===== config.mk =====
export PLATFORM = sky130hd
export DESIGN_NAME = match_score_keeper
export DESIGN_NICKNAME = d
export VERILOG_FILES = /design/src/rtl/match_score_keeper.sv
export SDC_FILE = /design/constraint.sdc
export NUM_CORES = 1
export LEC_CHECK = 0
export ABC_AREA = 1
export BUFFER_PORTS_ARGS = -buffer_cell sky130_fd_sc_hd__buf_2
export CAP_MARGIN = 25
export CORE_MARGIN = 4
export CORE_UTILIZATION = 50
export DETAILED_ROUTE_END_ITERATION = 10
export PLACE_DENSITY = 0.8
export SYNTH_ARGS = -nofsm -noshare
export SYNTH_HDL_FRONTEND = slang
export SYNTH_SLANG_ARGS = --single-unit

===== constraint.sdc =====
create_clock -name CLOCK_50 -period 2.2 [get_ports CLOCK_50]
set_input_delay 0.22 -clock CLOCK_50 [delete_from_list [all_inputs] [get_ports CLOCK_50]]
set_output_delay 0.22 -clock CLOCK_50 [all_outputs]
set_load 0.03 [all_outputs]

===== src/rtl/match_score_keeper.sv =====
// match_score_keeper: game-mode FSM plus score, strike and inactivity-timeout
// bookkeeping for the memory-tile game. All outputs come straight from flops
// so the downstream display decoder sees glitch-free, edge-aligned values.
module match_score_keeper #(
    parameter int MAX_STRIKES    = 3,          // misses allowed before game over (1..8)
    parameter int WIN_SCORE      = 32,         // binary score that ends the game as a win (1..99)
    parameter int TIMEOUT_CYCLES = 250000000   // idle PLAY cycles before an automatic miss
) (
    input  logic       CLOCK_50,
    input  logic       resetn,
    input  logic       start,
    input  logic       quit,
    input  logic       match_valid,
    input  logic       match_hit,
    output logic       user_quit,
    output logic       ingame_on,
    output logic       game_over,
    output logic       won,
    output logic [3:0] hex0_code,
    output logic [3:0] score_ones,
    output logic [3:0] score_tens,
    output logic [7:0] dementia_score,
    output logic [9:0] ledr
);

    localparam int            TW           = (TIMEOUT_CYCLES > 1) ? $clog2(TIMEOUT_CYCLES) : 1;
    localparam logic [TW-1:0] TIMER_RELOAD = TW'(TIMEOUT_CYCLES - 1);
    localparam logic [7:0]    SCORE_MAX    = 8'd99;

    // State encodings double as the HEX0 mode code; 4'hF is reserved as blank.
    typedef enum logic [3:0] {
        S_IDLE = 4'h0,
        S_PLAY = 4'h1,
        S_QUIT = 4'hD,
        S_OVER = 4'hE
    } state_t;

    state_t        state_q, state_d;
    logic [7:0]    score_q, score_d;
    logic [3:0]    ones_q, ones_d;
    logic [3:0]    tens_q, tens_d;
    logic [3:0]    strikes_q, strikes_d;
    logic [TW-1:0] timer_q, timer_d;
    logic          won_q, won_d;
    logic [9:0]    ledr_d;
    logic          hit_event;
    logic          miss_event;

    // Next-state and next-score logic; quit outranks match_valid, which
    // outranks timer expiry.
    always_comb begin
        // NOTE: every variable gets a default first so no path can infer a latch.
        state_d    = state_q;
        score_d    = score_q;
        ones_d     = ones_q;
        tens_d     = tens_q;
        strikes_d  = strikes_q;
        timer_d    = timer_q;
        won_d      = won_q;
        hit_event  = 1'b0;
        miss_event = 1'b0;

        unique case (state_q)
            S_IDLE, S_OVER, S_QUIT: begin
                if (start) begin
                    state_d   = S_PLAY;
                    score_d   = '0;
                    ones_d    = '0;
                    tens_d    = '0;
                    strikes_d = '0;
                    won_d     = 1'b0;
                    timer_d   = TIMER_RELOAD;
                end
            end

            S_PLAY: begin
                if (quit) begin
                    // A coincident attempt is dropped; the timer is irrelevant
                    // until the next start reloads it.
                    state_d = S_QUIT;
                end else if (match_valid) begin
                    timer_d    = TIMER_RELOAD;
                    hit_event  = match_hit;
                    miss_event = !match_hit;
                end else if (timer_q == '0) begin
                    timer_d    = TIMER_RELOAD;
                    miss_event = 1'b1;
                end else begin
                    timer_d = timer_q - TW'(1);
                end

                // Binary and BCD scores move together, so one saturation
                // test on the binary copy covers both.
                if (hit_event && (score_q != SCORE_MAX)) begin
                    score_d = score_q + 8'd1;
                    if (ones_q == 4'd9) begin
                        ones_d = 4'd0;
                        tens_d = tens_q + 4'd1;
                    end else begin
                        ones_d = ones_q + 4'd1;
                    end
                end

                if (hit_event && (score_d == 8'(WIN_SCORE))) begin
                    state_d = S_OVER;
                    won_d   = 1'b1;
                end

                if (miss_event) begin
                    strikes_d = strikes_q + 4'd1;
                    if (strikes_d == 4'(MAX_STRIKES)) begin
                        state_d = S_OVER;
                        won_d   = 1'b0;
                    end
                end
            end

            default: state_d = S_IDLE;
        endcase
    end

    // LED pattern for the upcoming state: mode flags on top, lives thermometer
    // at the bottom. With MAX_STRIKES=8 bit 7 is shared, so the two are ORed.
    always_comb begin
        ledr_d = '0;
        if (state_d != S_IDLE) begin
            for (int i = 0; i < MAX_STRIKES; i++) begin
                ledr_d[i] = (i < (MAX_STRIKES - int'(strikes_d)));
            end
            ledr_d[9] = (state_d == S_PLAY);
            ledr_d[8] = (state_d == S_OVER);
            ledr_d[7] = ledr_d[7] | won_d;
        end
    end

    // State, score and timer registers plus registered display flags.
    always_ff @(posedge CLOCK_50 or negedge resetn) begin
        if (!resetn) begin
            state_q   <= S_IDLE;
            score_q   <= '0;
            ones_q    <= '0;
            tens_q    <= '0;
            strikes_q <= '0;
            timer_q   <= '0;
            won_q     <= 1'b0;
            user_quit <= 1'b0;
            ingame_on <= 1'b0;
            game_over <= 1'b0;
            ledr      <= '0;
        end else begin
            // NOTE: sequential state uses non-blocking assignments so every
            // flop samples the pre-edge values regardless of statement order.
            state_q   <= state_d;
            score_q   <= score_d;
            ones_q    <= ones_d;
            tens_q    <= tens_d;
            strikes_q <= strikes_d;
            timer_q   <= timer_d;
            won_q     <= won_d;
            user_quit <= (state_d == S_QUIT);
            ingame_on <= (state_d == S_PLAY);
            game_over <= (state_d == S_OVER);
            ledr      <= ledr_d;
        end
    end

    assign hex0_code      = state_q;
    assign score_ones     = ones_q;
    assign score_tens     = tens_q;
    assign dementia_score = score_q;
    assign won            = won_q;

endmodule


# --- Yosys cells after proc, flatten, opt, wreduce, memory -nomap -nowiden ---
# Cells that the tools add are included.
# W data, S select, Z words.
classes:
  n_addsub: 6
  order_cmp: 3
  n_eq_ne: 14
  n_mux: 39
  reduce_logical: 12
ops:
  columns: ["op", "count"]
  rows:
  - ["$mux W28", 4]
  - ["$pmux W28 S2", 1]
  - ["$mux W4", 12]
  - ["$pmux W4 S2", 4]
  - ["$logic_not A28 Y1", 1]
  - ["$sub A28 B1 Y28 const B", 1]
  - ["$mux W8", 3]
  - ["$eq A4 B4 Y1 const B", 5]
  - ["$pmux W8 S2", 1]
  - ["$add A4 B1 Y4 const B", 3]
  - ["$mux W1", 11]
  - ["$add A8 B1 Y8 const B", 1]
  - ["$eq A4 B1 Y1 const B", 2]
  - ["$eq A8 B6 Y1 const B", 1]
  - ["$ne A2 B2 Y1 const B", 4]
  - ["$ne A8 B7 Y1 const B", 1]
  - ["$mux W3", 2]
  - ["$reduce_and A3 Y1", 2]
  - ["$lt A1 B5 Y1 const A", 1]
  - ["$lt A2 B5 Y1 const A", 1]
  - ["$lt A3 B5 Y1 const A", 1]
  - ["$sub A2 B4 Y5 const A", 1]
  - ["$eq A4 B2 Y1 const B", 1]
  - ["$logic_not A4 Y1", 1]
  - ["other kinds (8)", 9]
word_totals:
  regBits: 62
  input_bits: 6
  out_inout_bits: 34
  wordCells: 85

# --- Longest topological paths before layout ---
logic_depth:
  word_depth: 14
  mapped_depth: 16
  mapped_depth_nobuf: 16

# --- Worst setup path after synthesis ---
# Ideal clock, no wire load.
synth_timing:
  kind: "register to register"
  startpoint: "register score_q[1], in the netlist dementia_score[1]"
  endpoint: "register ledr[0]"
  setup_ps: 119
  arrival_ps: 1905
  t_required_ps: 2081
  slack_ps: 176
  path_stages_with_launch: 17
  n_path_buf: 0
  synth_period_minus_slack_ps: 2024
  path_cell_list: "dfrtp_1 -> ha_1 -> nand2_1 -> nor2_1 -> nand2_2 -> nand2_4 -> nand2_1 -> nand2_1 -> inv_2 -> nand2_1 -> nor2_1 -> nand2_1 -> nand2_2 -> nand2_4 -> nand2_2 -> nor2_4 -> nor2_1"
synth_via:
  elab_chain_len: 12
  elab_cells_between_ends: 13
  classes_between: "add/sub (1); eq/ne (2); mux (7); reduce/logical (3)"
synth_rtl:
  columns: ["item", "line", "text"]
  rows:
  - ["from (decl)", "39", "logic [7:0] score_q, score_d;"]
  - ["from (signal assigned)", "154", "score_q <= score_d;"]
  - ["branches (longest 2 deep; another with $add A8 B1 Y8)", null, null]
  - ["$mux W8 (*)", "94", "if (hit_event && (score_q != SCORE_MAX)) begin"]
  - ["$mux W8 (*)", "63", "unique case (state_q)"]
  - ["$eq A8 B6 Y1 (*)", "104", "if (hit_event && (score_d == 8'(WIN_SCORE))) begin"]
  - ["$logic_and A1 B1 Y1 (*)", "104", null]
  - ["$mux W4 (*)", "104", null]
  - ["$mux W4", "111", "if (strikes_d == 4'(MAX_STRIKES)) begin"]
  - ["$mux W4 (*)", "109", "if (miss_event) begin"]
  - ["$pmux W4 S2 (*)", "63", null]
  - ["via state_d[3]", "38", "state_t state_q, state_d;"]
  - ["$reduce_bool A4 Y1 (*)", "126", "if (state_d != S_IDLE) begin"]
  - ["$mux W3 (*)", "126", null]
  - ["via ledr_d[0]", "45", "logic [9:0] ledr_d;"]
  - ["to (signal assigned)", "163", "ledr <= ledr_d;"]
  - ["to (decl)", "23", "output logic [9:0] ledr"]
# Mark *: on every way through the listed nets, which the timed path passes. The select of a mux whose other input is x is not followed.
# A chain may end at the register's enable or synchronous reset.

# --- Final worst setup path ---
layout_timing:
  startpoint: "register timer_q[14]"
  endpoint: "register ledr[0]"
layout_via:
  elab_cells_between_ends: 13
  classes_between: "add/sub (1); order compare (1); mux (9); reduce/logical (2)"
layout_lines:
  columns: ["item", "line", "text"]
  rows:
  - ["from (decl)", "43", "logic [TW-1:0] timer_q, timer_d;"]
  - ["from (signal assigned)", "158", "timer_q <= timer_d;"]
  - ["$logic_not A28 Y1", "85", "end else if (timer_q == '0) begin"]
  - ["$mux W1", "85", null]
  - ["$mux W1", "81", "end else if (match_valid) begin"]
  - ["$mux W1", "77", "if (quit) begin"]
  - ["$mux W1", "63", null]
  - ["$mux W4", "109", null]
  - ["$pmux W4 S2", "63", null]
  - ["via state_d[0]", "38", null]
  - ["$reduce_bool A4 Y1", "126", null]
  - ["$mux W3", "126", null]
  - ["via ledr_d[0]", "45", null]
# The timed path passes the listed nets, and every way through them passes these cells. The select of a mux whose other input is x is not followed.

==> results.yml <==
critical_path:
  path_common_cell: "nand2_1"
  cp_max_fo: 8
  rr_startpoint: "timer_q[14]"
  cpMaxStageDelayCell: "dfrtp_2"
  cp-start-kind: "flop"
  ff2ff_setup_slack_ns: 0.19
  crit_start: "timer_q[14]"
  slowest_delay_ns: 0.46
  crit_required_ns: 2.43
  r2r_cells: 12
  crit_end: "ledr[0]"
  cp_data_arrival_time_ns: 2.24
  crit_chain: "nor2_4 > nand2_1 > nor2_2 > nand2_2 > o21bai_4 > nand3_1 > nand2_1 > inv_1 > nand2_1 > o21ai_2 > nor2_4 > nor2_1"
  rr_endpoint: "ledr[0]"
  end_kind: "flop"
  worstSetupPathType: "reg -> reg"
route:
  drtIter0Drc: 184
  wire_per_inst_um: 12.6
  ant_nets: 0
  drc: 0
  vias: 3177
  routed_wl_mm: 7.72
  wl_met1_mm: 3.53
  drt-pass1-iter-count: 5
  wl_met3_um: 368
  dr.max_layer_used: "met4"
  dr_wl_met2_mm: 3.64
  vias_per_cell: 5.18
run_status:
  status: "finished clean"
clock_network:
  cts.sinks: 62
  htree_levels: 3
  clkLatencyLatePin_ns: 0.34
  post_cts_buffers: 0
  cts_tree: "built"
  clk_path_buf_depth: 2
  cts_root_buffer: "clkbuf_8"
  clk_pin_slew_ns: 0.08
  cts_buffers: 9
sta:
  worstMarginPinSlew_ns: 0.534
  grt_setup_unrepaired: "yes"
  slew_viol_final: 0
  slew-limit-headroom: 0.640
  clock.fmax_ghz: 0.497
  final_hold_viol_count: 0
  finalCritPeriodShare: 0.914
  hold_ws_ns: 0.324
  finClkSkew_ns: 0.00921
  setup_viol: 0
  tns_ns: 0
  layout_min_cycle_time_ns: 2.01
logic_synthesis:
  synth-seq-cells: 62
  seq_area_frac_synth: 0.428
  synthCells: 461
  synth_warnings: 0
  synth.distinct_cells: 46
  ys.flop_type: "dfrtp_1"
  netlist_area_sq_um: 3620
  syn_area_per_cell_sq_um: 7.86
  synthArstFlopShare: 1.00
  synth_edf_count: 0
floorplanning:
  num_io_pins: 40
  coreArea_sq_um: 6910
  rows: 30
  die_w_um: 93.1
  die_h_um: 93.1
  start_util: 0.525
  dieArea_sq_um: 8670
finish:
  n_fill_cell: 609
  fin_nets: 526
  drive_gt1_frac: 0.219
  antenna_cells: 0
  multi_input_area_sq_um: 1830
  area_growth_pct: 16.0
  seq_area_sq_um: 1550
power_and_ir_drop:
  p_leak_nw: 2.04
  power.switching_mw: 2.28
  power.density_nw_per_um2: 1170
  vdd_drop_max_v: 0.00104
  clockPowerShare: 0.201
  netSwitchingFraction: 0.463
  sequentialPowerShare: 0.307
  internal_power_mw: 2.64
  p_comb_frac: 0.492
placed_design:
  port_buffers: 35
  place_congestion: 0.903
  detailed_place_hpwl_mm: 5.64
grt:
  track_usage: 0.194
  grt.overflow.total: 0
  grt_antenna_before_repair: 0
  grt_pass1_wl_mm: 13.6
  grt_max_degree: 63
  grt_pass1_vias: 3060
min_path:
  min_path_type: "in -> reg"
job:
  maxCapViolations: 0
[sequential cells by signal, indices dropped and copies added (netlist names)]
name	flops
timer_q	28
dementia_score	8
ledr	6
hex0_code	4
score_ones	4
score_tens	4
strikes_q	4
game_over	1
ingame_on	1
user_quit	1
won	1
[metrics by stage]
| step | cells | cell area (sq um) | power [mW] | setup slack (ns) | utilization |
|---|---|---|---|---|---|
| floorplan | 464 | 3630 | 3.30 | 0.176 | - |
| global placement | 596 | 3950 | 3.86 | 0.118 | 0.572 |
| detailed placement | 596 | 3950 | 3.92 | 0.0782 | 0.572 |
| CTS | 613 | 4160 | 4.92 | 0.0403 | 0.603 |
| global route | 613 | 4200 | 5.29 | -0.0110 | 0.609 |
| finish | 613 | 4200 | 4.92 | 0.188 | 0.609 |
[cell usage after synthesis (2+ instances only)]
master,instances,area (sq um)
buf_4,5,37.5
o21ai_1,8,40.0
inv_1,49,184
a22oi_1,2,15.0
a21oi_1,12,60.1
ha_1,8,100
a21o_1,4,30.0
nand3_2,2,20.0
nand3_1,42,210
or2_4,2,17.5
xor2_1,7,61.3
nand2_2,6,37.5
o21a_1,2,15.0
nor2_2,5,31.3
nand2_1,100,375
nor2_1,58,218
o21ai_4,2,32.5
o31ai_2,2,25.0
xnor2_1,5,43.8
dfrtp_1,62,1550
nand2_4,4,45.0
nand4_1,5,31.3
and3_1,3,18.8
buf_2,3,15.0
o21ai_0,15,75.1
o22ai_1,7,43.8
inv_2,8,30.0
nor4_1,3,18.8
nor3_1,10,50.1
nor2_4,4,45.0
[worst max-delay path: cells and delay by family (launching register included)]
family          cells  cell delay, ns
compound gates      2            0.35
flops               1            0.46
buf+inv             1            0.05
simple gates        9            1.01
[per-layer routing]
layer	track usage	vias up
li1	-	1600
met1	0.247	1470
met2	0.314	90
met3	0.0370	17
met4	0.0989	0
met5	0	-
[final cells by class]
type / count / share of cell area
sequential: 62 / 0.370
clock buffer: 9 / 0.0295
inverter: 59 / 0.0536
multi-input combinational: 334 / 0.436
tap: 96 / 0.0286
clock inverter: 7 / 0.0179
timing repair buffer: 46 / 0.0649
[power groups by stage]
stage | registers, mW | clock network [mW] | logic, mW
after floorplan | 1.81 | 0 | 1.49
after global placement | 1.52 | 0 | 2.35
after detailed placement | 1.52 | 0 | 2.39
after CTS | 1.51 | 1.01 | 2.40
after global routing | 1.54 | 1.07 | 2.67
final | 1.51 | 0.987 | 2.42
[logic make-up after synthesis]
group	after synthesis	share of synthesized area
flip-flops	62	0.428
other	1	0.00103
multiplexers	1	0.00276
AND/OR/NAND/NOR	247	0.316
AO/OA/AOI/OAI	62	0.116
buffers and inverters	68	0.0798
adder cells (fa/ha/maj)	8	0.0276
XOR/XNOR	12	0.0290
[repair_timing]
action / in CTS / in global routing
hold buffers: 1 / 0
hold endpoints to repair: 62 / 0
endpoints found under the setup margin: 0 / 12
gates resized for setup: 0 / 12
[placed cells by master, fill, tap and decap left out, drive strengths merged]
| master | n |
|---|---|
| nand2 | 110 |
| nor2 | 67 |
| dfrtp | 62 |
| inv | 58 |
| buf | 45 |
| nand3 | 44 |
| o21ai | 26 |
| a21oi | 13 |
| nor3 | 10 |
| clkbuf | 9 |
| ha | 8 |
| xor2 | 7 |
| o22ai | 7 |
| clkinv | 7 |
| xnor2 | 5 |
| nand4 | 5 |
| a21o | 4 |
| conb | 4 |
| and3 | 3 |
| nor4 | 3 |
| or2 | 3 |
| o31ai | 2 |
| o21a | 2 |
| a22oi | 2 |
| o21bai | 1 |
| and2 | 1 |
| nor3b | 1 |
| o311ai | 1 |
| a31oi | 1 |
| o22a | 1 |
| a22o | 1 |
| mux2i | 1 |
| o211ai | 1 |
| bufinv | 1 |
| dlygate4sd3 | 1 |
[how the worst min path moves through the flow]
stage                start           endpoint  slack (ns)  depth (start not counted)
floorplan           resetn  dementia_score[0]       -0.08                          0
global placement    resetn      score_tens[3]        0.26                          2
detailed placement  resetn      score_tens[3]        0.26                          2
CTS                  start       hex0_code[0]        0.31                          3
global route         start       hex0_code[0]        0.38                          3
finish               start       hex0_code[0]        0.32                          3
Note: power is estimated with default switching activity, not from simulation.
